===== src/rtl/pipe_pkg.sv =====
// Shared pipeline definitions: write-back FSM states and datapath sizing.
package pipe_pkg;

    localparam int unsigned DATA_W     = 32;
    localparam int unsigned REG_ADDR_W = 4;
    // The PC lives outside the register file, so it is not a legal write target.
    localparam logic [3:0]  PC_IDX     = 4'hF;
    localparam int unsigned NUM_GPR    = 15;

    typedef enum logic [0:0] {
        IDLE,
        LOAD_WAIT
    } wb_state_t;

endpackage


===== src/rtl/wb_sat_counter.sv =====
// Saturating up-counter that bounds how long a load may stay outstanding.
// Ports:
//   clk, rst : clock, asynchronous active-high reset
//   clear    : return the count to 0 (takes priority over inc)
//   inc      : count one more cycle, holding at LIMIT
//   count    : current count
//   hit      : this edge brings the count to LIMIT (or keeps it there)
module wb_sat_counter #(
    parameter int unsigned WIDTH = 7,
    parameter int unsigned LIMIT = 64
) (
    input  logic             clk,
    input  logic             rst,
    input  logic             clear,
    input  logic             inc,
    output logic [WIDTH-1:0] count,
    output logic             hit
);

    logic [WIDTH-1:0] count_q, count_d;

    always_comb begin
        count_d = count_q;
        if (clear) begin
            count_d = '0;
        end else if (inc && (count_q < WIDTH'(LIMIT))) begin
            count_d = count_q + WIDTH'(1);
        end
    end

    always_ff @(posedge clk or posedge rst) begin
        if (rst) begin
            count_q <= '0;
        end else begin
            count_q <= count_d;
        end
    end

    assign count = count_q;
    assign hit   = inc && !clear && (count_q >= WIDTH'(LIMIT - 1));

endmodule


===== src/rtl/wb_stage.sv =====
// Write-back stage: registers MEM results, selects ALU result or load data,
// and drives the register-file write port (also seen by forwarding).
// Ports:
//   clk, rst                : clock, asynchronous active-high reset
//   freeze                  : global stall; blocks capture in IDLE only
//   mem_valid, wb_en_mem,
//   mem_r_en_mem, dest_mem,
//   alu_res_mem             : instruction arriving from MEM
//   mem_rdata,
//   mem_rdata_valid         : data-memory load return
//   wb_en_wb, dest_wb,
//   val_wb                  : register-file write triple (one-cycle enable)
//   mem_wait                : stall request while a load is outstanding
//   timeout_err             : sticky, load outstanding for TIMEOUT cycles
//   illegal_dest            : sticky, write to PC index attempted
//   retired_cnt             : instructions retired (wraps)
module wb_stage #(
    parameter int unsigned DATA_W     = 32,
    parameter int unsigned REG_ADDR_W = 4,
    parameter int unsigned TIMEOUT    = 64
) (
    input  logic                  clk,
    input  logic                  rst,
    input  logic                  freeze,
    input  logic                  mem_valid,
    input  logic                  wb_en_mem,
    input  logic                  mem_r_en_mem,
    input  logic [REG_ADDR_W-1:0] dest_mem,
    input  logic [DATA_W-1:0]     alu_res_mem,
    input  logic [DATA_W-1:0]     mem_rdata,
    input  logic                  mem_rdata_valid,
    output logic                  wb_en_wb,
    output logic [REG_ADDR_W-1:0] dest_wb,
    output logic [DATA_W-1:0]     val_wb,
    output logic                  mem_wait,
    output logic                  timeout_err,
    output logic                  illegal_dest,
    output logic [31:0]           retired_cnt
);

    import pipe_pkg::*;

    localparam int unsigned CNT_W = $clog2(TIMEOUT + 1);

    wb_state_t             state_q, state_d;
    logic                  wb_en_q, wb_en_d;
    logic [REG_ADDR_W-1:0] dest_q, dest_d;
    logic [DATA_W-1:0]     val_q, val_d;
    logic                  pend_we_q, pend_we_d;
    logic                  timeout_err_q, timeout_err_d;
    logic                  illegal_q, illegal_d;
    logic [31:0]           retired_q, retired_d;

    logic                  capture;
    logic                  retire;
    logic                  retire_we;
    logic [REG_ADDR_W-1:0] retire_dest;
    logic                  wait_inc;
    logic                  wait_clear;
    logic                  wait_hit;
    logic [CNT_W-1:0]      wait_cnt;

    assign capture    = (state_q == IDLE) && !freeze && mem_valid;
    assign wait_inc   = (state_q == LOAD_WAIT) && !mem_rdata_valid;
    assign wait_clear = !wait_inc;

    wb_sat_counter #(
        .WIDTH (CNT_W),
        .LIMIT (TIMEOUT)
    ) u_timeout_cnt (
        .clk   (clk),
        .rst   (rst),
        .clear (wait_clear),
        .inc   (wait_inc),
        .count (wait_cnt),
        .hit   (wait_hit)
    );

    always_comb begin
        state_d     = state_q;
        wb_en_d     = 1'b0;
        dest_d      = dest_q;
        val_d       = val_q;
        pend_we_d   = pend_we_q;
        retire      = 1'b0;
        retire_we   = 1'b0;
        retire_dest = dest_q;

        unique case (state_q)
            IDLE: begin
                if (capture) begin
                    dest_d      = dest_mem;
                    retire_dest = dest_mem;
                    if (!mem_r_en_mem || mem_rdata_valid) begin
                        retire    = 1'b1;
                        retire_we = wb_en_mem;
                        val_d     = mem_r_en_mem ? mem_rdata : alu_res_mem;
                    end else begin
                        state_d   = LOAD_WAIT;
                        pend_we_d = wb_en_mem;
                    end
                end
            end
            LOAD_WAIT: begin
                // freeze is deliberately ignored: the load return must drain.
                if (mem_rdata_valid) begin
                    retire    = 1'b1;
                    retire_we = pend_we_q;
                    val_d     = mem_rdata;
                    state_d   = IDLE;
                end
            end
            default: state_d = IDLE;
        endcase

        // PC-targeted writes retire but are never committed.
        wb_en_d       = retire && retire_we && (retire_dest != REG_ADDR_W'(PC_IDX));
        illegal_d     = illegal_q
                      | (retire && retire_we && (retire_dest == REG_ADDR_W'(PC_IDX)));
        retired_d     = retire ? retired_q + 32'd1 : retired_q;
        timeout_err_d = timeout_err_q | wait_hit;
    end

    always_ff @(posedge clk or posedge rst) begin
        if (rst) begin
            state_q       <= IDLE;
            wb_en_q       <= 1'b0;
            dest_q        <= '0;
            val_q         <= '0;
            pend_we_q     <= 1'b0;
            timeout_err_q <= 1'b0;
            illegal_q     <= 1'b0;
            retired_q     <= '0;
        end else begin
            state_q       <= state_d;
            wb_en_q       <= wb_en_d;
            dest_q        <= dest_d;
            val_q         <= val_d;
            pend_we_q     <= pend_we_d;
            timeout_err_q <= timeout_err_d;
            illegal_q     <= illegal_d;
            retired_q     <= retired_d;
        end
    end

    assign wb_en_wb     = wb_en_q;
    assign dest_wb      = dest_q;
    assign val_wb       = val_q;
    assign mem_wait     = (state_q == LOAD_WAIT);
    assign timeout_err  = timeout_err_q;
    assign illegal_dest = illegal_q;
    assign retired_cnt  = retired_q;

endmodule


===== config.mk =====
export PLATFORM = sky130hd
export DESIGN_NAME = wb_stage
export DESIGN_NICKNAME = d
export VERILOG_FILES = /design/src/rtl/pipe_pkg.sv /design/src/rtl/wb_sat_counter.sv /design/src/rtl/wb_stage.sv
export SDC_FILE = /design/constraint.sdc
export NUM_CORES = 1
export LEC_CHECK = 0
export ABC_AREA = 1
export ABC_CLOCK_PERIOD_IN_PS = 3600
export CAP_MARGIN = 10
export CORE_MARGIN = 5
export CORE_UTILIZATION = 29
export CTS_CLUSTER_DIAMETER = 60
export DETAILED_ROUTE_END_ITERATION = 10
export GPL_TIMING_DRIVEN = 0
export SYNTH_ARGS = -nofsm -noshare
export SYNTH_HDL_FRONTEND = slang
export SYNTH_SLANG_ARGS = --single-unit

===== constraint.sdc =====
create_clock -name clk -period 3.6 [get_ports clk]
set_input_delay 0.9 -clock clk [delete_from_list [all_inputs] [get_ports clk]]
set_output_delay 0.9 -clock clk [all_outputs]
set_load 0.005 [all_outputs]

==> results.yml <==
placed_design:
  dpl_worst_slack_ns: 1.09
  post-dp-hpwl_um: 9760
  port_buffers: 145
  gp_congestion: 0.880
  dpl_cell_area_mm2: 0.00606
yosys:
  synth_top_area_cell: "dfrtp_1"
  yosys_warnings: 0
  ys_ff_latch: 80
  synthCells: 496
  synth_edf_count: 0
  yosys.area.top_type_share_pct: 46.0
  ys_top_cells_by_area: "dfrtp_1 (46%), nand2_1 (11%), a31oi_2 (7.5%), nor2_1 (5.8%), o21ai_0 (4.4%)"
  synth_most_common_cell: "nand2_1"
  synth.avg_cell_area_um2: 8.78
  syn_nets: 573
  async_reset_ff_share_pct: 100
  synth-main-ff-cell: "dfrtp_1"
  ys_seq_area_share_pct: 46.0
  synth.distinct_cells: 36
  synthTopCellsByCount: "nand2_1 (123), dfrtp_1 (80), nor2_1 (67)"
  syn_area_mm2: 0.00436
critical_path:
  worstPathArrival_ns: 1.33
  crit_type: "flip-flop to output pin"
  startpoint_type: "flip-flop"
  path_delay_family: "buffers and inverters"
  crit_fanout: 5
  required_ns: 2.70
  slowest_stage: "clkdlybuf4s50_1"
  path_buf_inv: 1
  crit_chain: "clkdlybuf4s50_1"
  cp-end-kind: "output pin"
  crit_path_max_incr_delay_ns: 0.55
cts:
  htree_levels: 3
  cts_inserted_buffers: 9
  cts_tree: "done"
  ctsHoldBuffers: 0
  post_cts_resized: 0
  clk_pin_slew_worst_paths_ns: 0.06
  clk_latency_ns: 0.34
  postCtsSetupRepairBufs: 0
  clock_sinks: 80
  root_buffer: "clkbuf_16"
  clockBufferDepth: 2
cells_and_area:
  areaGrowthSynthToFinish_pct: 45.8
  final_core_util_pct: 43.4
  diodes: 0
  fillers: 1445
  multi_input_area_mm2: 0.00200
  layout.nets: 730
  design_area_mm2: 0.00635
  regArea_mm2: 0.00200
  drive_above_1_share_pct: 13.4
pwr:
  p_sw_share_pct: 27.5
  clockPowerShare_pct: 32.4
  combPwrFrac_pct: 26.3
  p_leak_nw: 2.62
  p_total_mw: 2.75
  seq_power_share_pct: 41.3
  peakVddDrop_mv: 0.214
  switching_power_uw: 755
  p_int_mw: 1.99
  cellPowerDensity_mw_per_mm2: 433
routing:
  wl_per_cell_um: 14.7
  wl_um: 12400
  first_pass_iters: 4
  drc: 0
  via_per_inst: 4.70
  drtIter0Drc: 211
  vias: 3955
  ant_nets: 0
die:
  dieArea_mm2: 0.0176
  rows: 44
  core_area_mm2: 0.0146
  num_io_pins: 147
  die_width_um: 133
  die_h_um: 133
  initial_core_util_pct: 29.7
timing:
  setup_viol: 0
  final.period_utilization_pct: 62.1
  drv_slew: 0
  rsz0062_at_grt: "no"
  clock_skew_ns: 0.00865
  fmax_ghz: 0.448
  worst_pin_slew_ns: 0.548
  hold_viol: 0
  fin_crit_ns: 2.23
  relSlewSlack_pct: 63.4
  fin_hold_ws_ns: 0.484
  fin_ws_ns: 1.37
flow_run:
  drv_cap: 0
grt:
  track_usage_pct: 14.4
  grt_max_degree: 42
  grt_pass1_wl_um: 20500
  gr-total-overflow: 0
  antenna_found_initial: 0
  grt_pass1_vias: 4078
worst_hold_path:
  hp-class: "flip-flop to flip-flop"
status:
  status: "completed"
==> logic make-up after synthesis <==
| family | after synthesis | synth area share (%) |
|---|---|---|
| buffers and inverters | 61 | 8.07 |
| DFF | 80 | 46.0 |
| adders and majority gates | 2 | 0.574 |
| AOI/OAI and AO/OA | 82 | 14.2 |
| xor gates and xnor gates | 18 | 3.96 |
| and+or+nand+nor | 253 | 27.3 |
==> layout by cell type (no fill, tap or decap), types with 4 or more instances in the layout <==
cell and n:
clkdlybuf4s50_1 145, nand2_1 123, dfrtp_1 80, nor2_1 67
o21ai_0 38, inv_1 35, a31oi_2 26, nand3_1 16
nand4_1 9, xor2_1 9, clkbuf_16 9, nor3_1 7
clkbuf_1 7, xnor2_1 7, buf_6 6, nor2_4 6
a21oi_1 6, a31oi_1 6, nand2_4 5, buf_12 5
o21ai_1 5, nor2_2 4, nand3b_1 4
==> layout make-up <==
cell class / count / area share [%]
Multi-Input combinational cell: 355 / 31.5
Buffer: 20 / 3.04
Tap cell: 184 / 3.63
Timing Repair Buffer: 146 / 23.2
Clock inverter: 6 / 0.946
Sequential cell: 80 / 31.5
Inverter: 41 / 2.54
Clock buffer: 10 / 3.61
==> stage by stage <==
stage,cells,TNS (ns)
global placement,825,-56.72
detailed placement,826,0
CTS,842,0
global route,842,0
finish,842,0
floorplan,496,0
==> worst reg2reg max path: stages (launching register included) <==
cell and delay, ns:
dfrtp_1 0.39, buf_6 0.16, nor2_1 0.45, buf_2 0.33
nand2_1 0.08, a31oi_1 0.19
==> power groups by stage <==
stage	clock, mW	combinational, mW	sequential (mW)
floorplan	0	0.297	1.14
global placement	0	0.727	1.15
detailed placement	0	0.739	1.15
CTS	0.924	0.741	1.14
global route	0.967	0.790	1.15
finish	0.890	0.723	1.14
==> final timing paths <==
path / to / from / slack, ns / cells past startpoint
hold reg to reg: illegal_dest / illegal_dest / 0.48 / 2
hold / removal: illegal_dest / illegal_dest / 0.48 / 2
min in group asynchronous: val_wb[30] / rst / 0.95 / 2
setup reg to reg: val_wb[23] / mem_wait / 1.92 / 5
max in group asynchronous: val_wb[16] / rst / 2.03 / 3
setup / recovery: retired_cnt[19] / retired_cnt[19] / 1.37 / 1
==> sequential cells by signal, summed over array words and instances, names as in the netlist <==
name and cells:
retired_cnt 32, val_wb 32, u_timeout_cnt.count 7, dest_wb 4, illegal_dest 1, mem_wait 1
pend_we_q 1, timeout_err 1, wb_en_wb 1
==> per-layer routing <==
| metal | track usage (%) | up-vias | wire, um |
|---|---|---|---|
| met5 | 0 | - | 0 |
| met4 | 2.66 | 0 | 63 |
| met3 | 5.73 | 7 | 857 |
| met2 | 25.0 | 120 | 6080 |
| met1 | 17.1 | 1887 | 5400 |
| li1 | - | 1941 | - |
Power figures use the tool's default switching activity.
